--- src/rtl/proc_control_fsm.sv ---
// Control unit for the 8-bit lab processor: fetches an instruction word from DIN
// and sequences mv / mvi / add / sub over time steps T0..T3.
module proc_control_fsm #(
  parameter int N     = 8,
  parameter int NREGS = 8,
  parameter int CW    = 8
) (
  input  logic             P_clock,
  input  logic             resetn,
  input  logic             Run,
  input  logic [N-1:0]     DIN,
  output logic             IRin,
  output logic [NREGS-1:0] Rin,
  output logic [NREGS-1:0] Rout,
  output logic             DINout,
  output logic             Ain,
  output logic             Gin,
  output logic             Gout,
  output logic             AddSub,
  output logic             Done,
  output logic [1:0]       Tstep,
  output logic [CW-1:0]    instr_count
);

  typedef enum logic [1:0] {T0, T1, T2, T3} tstep_e;
  typedef enum logic [1:0] {OP_MV, OP_MVI, OP_ADD, OP_SUB} op_e;

  tstep_e          t_q, t_d;
  logic [N-1:0]    ir_q;
  logic [CW-1:0]   cnt_q;

  op_e             op;
  logic [2:0]      fx, fy;
  logic [NREGS-1:0] x_hot, y_hot;

  assign op    = op_e'(ir_q[1:0]);
  assign fx    = ir_q[4:2];
  assign fy    = ir_q[7:5];
  assign x_hot = NREGS'(1) << fx;
  assign y_hot = NREGS'(1) << fy;

  // Control outputs are decoded from the current step and IR, then forced low
  // during reset so nothing drives the bus while the datapath is being cleared.
  always_comb begin
    t_d    = t_q;
    IRin   = 1'b0;
    Rin    = '0;
    Rout   = '0;
    DINout = 1'b0;
    Ain    = 1'b0;
    Gin    = 1'b0;
    Gout   = 1'b0;
    AddSub = 1'b0;
    Done   = 1'b0;
    case (t_q)
      T0: begin
        IRin = Run;
        if (Run) t_d = T1;
      end
      T1: begin
        case (op)
          OP_MV: begin
            Rout = y_hot;
            Rin  = x_hot;
            Done = 1'b1;
            t_d  = T0;
          end
          OP_MVI: begin
            DINout = 1'b1;
            Rin    = x_hot;
            Done   = 1'b1;
            t_d    = T0;
          end
          default: begin
            Rout = x_hot;
            Ain  = 1'b1;
            t_d  = T2;
          end
        endcase
      end
      T2: begin
        if (op == OP_ADD || op == OP_SUB) begin
          Rout   = y_hot;
          Gin    = 1'b1;
          AddSub = (op == OP_SUB);
          t_d    = T3;
        end else begin
          t_d = T0;
        end
      end
      default: begin
        if (op == OP_ADD || op == OP_SUB) begin
          Gout   = 1'b1;
          Rin    = x_hot;
          AddSub = (op == OP_SUB);
          Done   = 1'b1;
        end
        t_d = T0;
      end
    endcase
    if (resetn) begin
      IRin   = 1'b0;
      Rin    = '0;
      Rout   = '0;
      DINout = 1'b0;
      Ain    = 1'b0;
      Gin    = 1'b0;
      Gout   = 1'b0;
      AddSub = 1'b0;
      Done   = 1'b0;
    end
  end

  always_ff @(posedge P_clock or posedge resetn) begin
    if (resetn) begin
      t_q   <= T0;
      ir_q  <= '0;
      cnt_q <= '0;
    end else begin
      t_q <= t_d;
      if (IRin) ir_q <= DIN;
      if (Done) cnt_q <= cnt_q + 1'b1;
    end
  end

  assign Tstep       = t_q;
  assign instr_count = cnt_q;

endmodule

--- config.mk ---
export PLATFORM = sky130hd
export DESIGN_NAME = proc_control_fsm
export DESIGN_NICKNAME = d
export VERILOG_FILES = /design/src/rtl/proc_control_fsm.sv
export SDC_FILE = /design/constraint.sdc
export NUM_CORES = 1
export LEC_CHECK = 0
export BUFFER_PORTS_ARGS = -buffer_cell sky130_fd_sc_hd__buf_4
export CORE_ASPECT_RATIO = 0.7
export CORE_MARGIN = 2
export CORE_UTILIZATION = 44
export CTS_CLUSTER_SIZE = 24
export DETAILED_ROUTE_END_ITERATION = 12
export MAX_ROUTING_LAYER = met4
export PLACE_DENSITY = 0.75
export SLEW_MARGIN = 20
export SYNTH_ARGS = -nofsm -noshare
export SYNTH_HDL_FRONTEND = slang
export SYNTH_SLANG_ARGS = --single-unit
--- constraint.sdc ---
create_clock -name P_clock -period 1.9 [get_ports P_clock]
set_input_delay 0.095 -clock P_clock [delete_from_list [all_inputs] [get_ports P_clock]]
set_output_delay 0.095 -clock P_clock [all_outputs]
set_load 0.005 [all_outputs]
==> results.md <==
## Critical path
- **arrival time at the worst endpoint** 1.84 ns
- **WS Path Type** flop to output port
- **Cell Chain, Critical Path** ha_4 > or3b_4 > a21o_4 > nor3_2 > buf_4
- **highest net fanout along the worst path** 5
- **startpoint type of the worst setup path** flop
- **Slowest Stage Delay on Critical Path** 0.46 ns
- **Worst Setup End Kind** output port
- **slowest cell on the critical path** dfrtp_2
- **required time of the critical path** 1.80 ns
- **Register-to-Register Setup Slack** 0.02 ns

## Floorplan
- **overall die height** 47.5 um
- **DIE AREA** 0.00314 mm2
- **number of rows created at floorplan** 15
- **Die Span X** 66.1 um
- **number of placed I/O pins** 44
- **Initial Utilization** 47.3%
- **placeable core region** 0.00251 mm2

## Detailed routing
- **First DRT Iteration DRCs** 59
- **Post-Route WL** 3230 um
- **routed wire length per instance** 16.0 um
- **First-pass DRT Iterations** 4
- **number of antenna-violating nets in the routed design** 0
- **DRC violation count after routing** 0
- **average vias per placed instance** 5.46
- **via count** 1,102

## Timing
- **highest attainable clock frequency** 0.517 GHz
- **max_slew headroom** 77.0%
- **final worst-path setup slack** -0.0348 ns
- **Max Slew Vio Count** 0
- **part of the cycle the worst path needs** 102%
- **setup repair after global routing missed its margin** yes
- **worst clock skew on the final layout** 0.00101 ns
- **Min Clock Period, post-route** 1.93 ns
- **final hold violation count** 0
- **transition at the pin with the smallest max-transition slack** 0.345 ns
- **Finish-stage setup viols** 5

## Place
- **Routability Congestion** 0.886
- **setup slack after placement** 0.0730 ns
- **Port Buf Inserts** 43
- **cell area after placement** 0.00160 mm2
- **Post-DP HPWL** 2300 um

## Global route
- **via count of the first global-routing pass** 1,032
- **wire length of the first global-routing pass** 5000 um
- **Overflow after GRT** 0
- **initial antenna violation count** 0
- **GRT Resource Usage Total** 22.6%
- **largest net degree at the start of global routing** 13

## Finish
- **antenna diode count** 0
- **area grow syn2layout** 52.5%
- **Final Core Density** 72.1%
- **cell area after layout** 0.00181 mm2
- **layout cells sized above 1** 57.7%
- **NumNets Final** 185

## Clocking
- **CTS tree** built
- **clk_lat worst skew** 0.25 ns
- **number of buffers created by CTS** 3
- **Clk pin slew, worst setup/hold paths** 0.07 ns
- **Max Root-Sink Buffers** 2
- **Clock Sink Count** 18
- **buffer cell driving the clock tree root** clkbuf_8
- **depth of the CTS H-tree** 1

## Logic synthesis
- **nets in the synthesized netlist** 129
- **gate count after technology mapping** 113
- **Cell variety after synth** 39
- **post-synthesis average cell area** 10.5 um2
- **Yosys warning total** 0
- **total standard cell area after synthesis** 0.00119 mm2
- **sequential fraction of the synthesis area** 37.9%
- **flops & latches, synth** 18

## Outcome
- **outcome** complete, but fails checks
- **failing checks** negative setup slack

## Hold path
- **Min-Delay Path Class** input port to flop

## Pwr
- **PD cells** 1410 mW/mm2
- **peak ir drop on the vdd network** 0.617 mV
- **switching part of the total power** 42.7%
- **Internal** 0.00146 W
- **Clock Power Share** 12.2%
- **leakage power of the design** 0.804 nW
- **total net switching power** 0.00109 W
- **fraction of power consumed by combinational cells** 55.7%
- **relative contribution of sequential cells to total power** 32.1%

## Run
- **maxcap violations** 0

==> state kept, by name, summed over array words and instances (netlist names) <==
| signal | cells |
|---|---|
| instr_count | 8 |
| ir_q | 8 |
| Tstep | 2 |
==> path summary, 6_finish.rpt <==
kind / endpoint / from / cells past startpoint
max: Rin[5] / Tstep[0] / 5
min: ir_q[7] / DIN[7] / 2
max reg2reg: instr_count[3] / Tstep[0] / 5
min reg2reg: instr_count[7] / instr_count[7] / 1
max in group asynchronous: Tstep[1] / resetn / 4
min in group asynchronous: ir_q[6] / resetn / 3
==> power by group through the flow <==
stage / registers [W] / clock network [W] / logic, W
global route: 0.000848 / 0.000333 / 0.00153
finish: 0.000820 / 0.000312 / 0.00142
floorplan: 0.000762 / 0 / 0.000781
global placement: 0.000786 / 0 / 0.00115
CTS: 0.000813 / 0.000316 / 0.00136
detailed placement: 0.000803 / 0 / 0.00118
==> layout make-up <==
type	instances	area, um2
clock buffers	4	55.1
fillers	200	702
inverters	7	31.3
multi-input cells	85	816
flip-flops and latches	18	453
well taps	34	42.5
repair buffers	54	415
==> worst max-delay path: cells and delay by family, from the launching register on <==
family          cells  cell delay (ns)
fa+ha+maj           1             0.20
simple gates        2             0.53
compound gates      1             0.26
flops               1             0.46
buf+inv             1             0.14
==> repair_timing <==
item,in CTS,in global routing
setup buffers,3,1
cloned,1,0
hold buffers,1,0
endpoints found under the setup margin,15,22
hold endpoints to repair,3,0
pin swaps,11,5
gates resized for setup,20,4
==> kinds of logic after synthesis <==
logic type	count (synthesis)	share of synthesized area, %
simple gates	43	20.8
compound gates	20	17.1
flops	18	37.9
buf+inv	11	5.26
mux	9	8.53
xor+xnor	7	5.16
fa+ha+maj	5	5.26
==> synthesized netlist by cell type <==
master | number | area (um2)
a2111oi_4 | 3 | 82.6
a211oi_1 | 2 | 15.0
a21o_1 | 2 | 15.0
a21oi_1 | 1 | 5.00
and2_1 | 1 | 6.26
and3_2 | 1 | 7.51
and4_1 | 1 | 8.76
and4b_2 | 1 | 11.3
and4bb_2 | 1 | 12.5
buf_4 | 1 | 7.51
buf_6 | 2 | 22.5
clkbuf_2 | 1 | 5.00
clkinv_2 | 1 | 5.00
dfrtp_1 | 18 | 450
ha_1 | 5 | 62.6
inv_1 | 6 | 22.5
mux2_1 | 1 | 11.3
mux2_2 | 8 | 90.1
nand2_1 | 9 | 33.8
nand2b_1 | 4 | 25.0
nand3_1 | 2 | 10.0
nand4_1 | 2 | 12.5
nand4b_1 | 1 | 8.76
nor2_1 | 5 | 18.8
nor2b_1 | 1 | 6.26
nor3_1 | 8 | 40.0
nor3b_1 | 2 | 15.0
nor4b_1 | 1 | 8.76
o211ai_1 | 1 | 7.51
o21ai_0 | 1 | 5.00
o21bai_1 | 1 | 7.51
o22ai_1 | 5 | 31.3
o31ai_1 | 1 | 7.51
o32ai_1 | 3 | 26.3
or2_2 | 1 | 6.26
or2b_1 | 1 | 7.51
or3b_1 | 1 | 8.76
xnor2_1 | 2 | 17.5
xor2_1 | 5 | 43.8
==> layer usage <==
metal | vias to the layer above | wire, um | track usage (%)
li1 | 525 | - | -
met1 | 523 | 1590 | 30.5
met2 | 52 | 1410 | 35.4
met3 | 2 | 205 | 5.18
met4 | 0 | 21 | 4.90
met5 | - | 0 | -
==> placed cells by master, fill, tap and decap left out, drive strengths merged, types with 2 or more instances in the layout <==
cell type  instances
dfrtp             18
nor2               5
ha                 5
o32ai              3
xor2               5
nor3               8
nand2b             4
o22ai              5
mux2               9
a21o               3
nor3b              2
a2111oi            3
a211oi             2
nand3              2
nand2              9
inv                6
xnor2              2
buf               53
clkbuf             4
nand4              2
==> per-stage QoR <==
step / setup TNS (ns) / hold slack (ns) / cells / power [W]
final: -0.0849 / 0.0700 / 202 / 0.00255
after global routing: -1.09 / 0.0693 / 202 / 0.00271
after CTS: -0.121 / 0.0676 / 201 / 0.00249
after detailed placement: 0 / 0.125 / 192 / 0.00199
after global placement: 0 / 0.128 / 192 / 0.00194
after floorplan: 0 / 0.240 / 113 / 0.00154
Power figures use the tool's default switching activity.
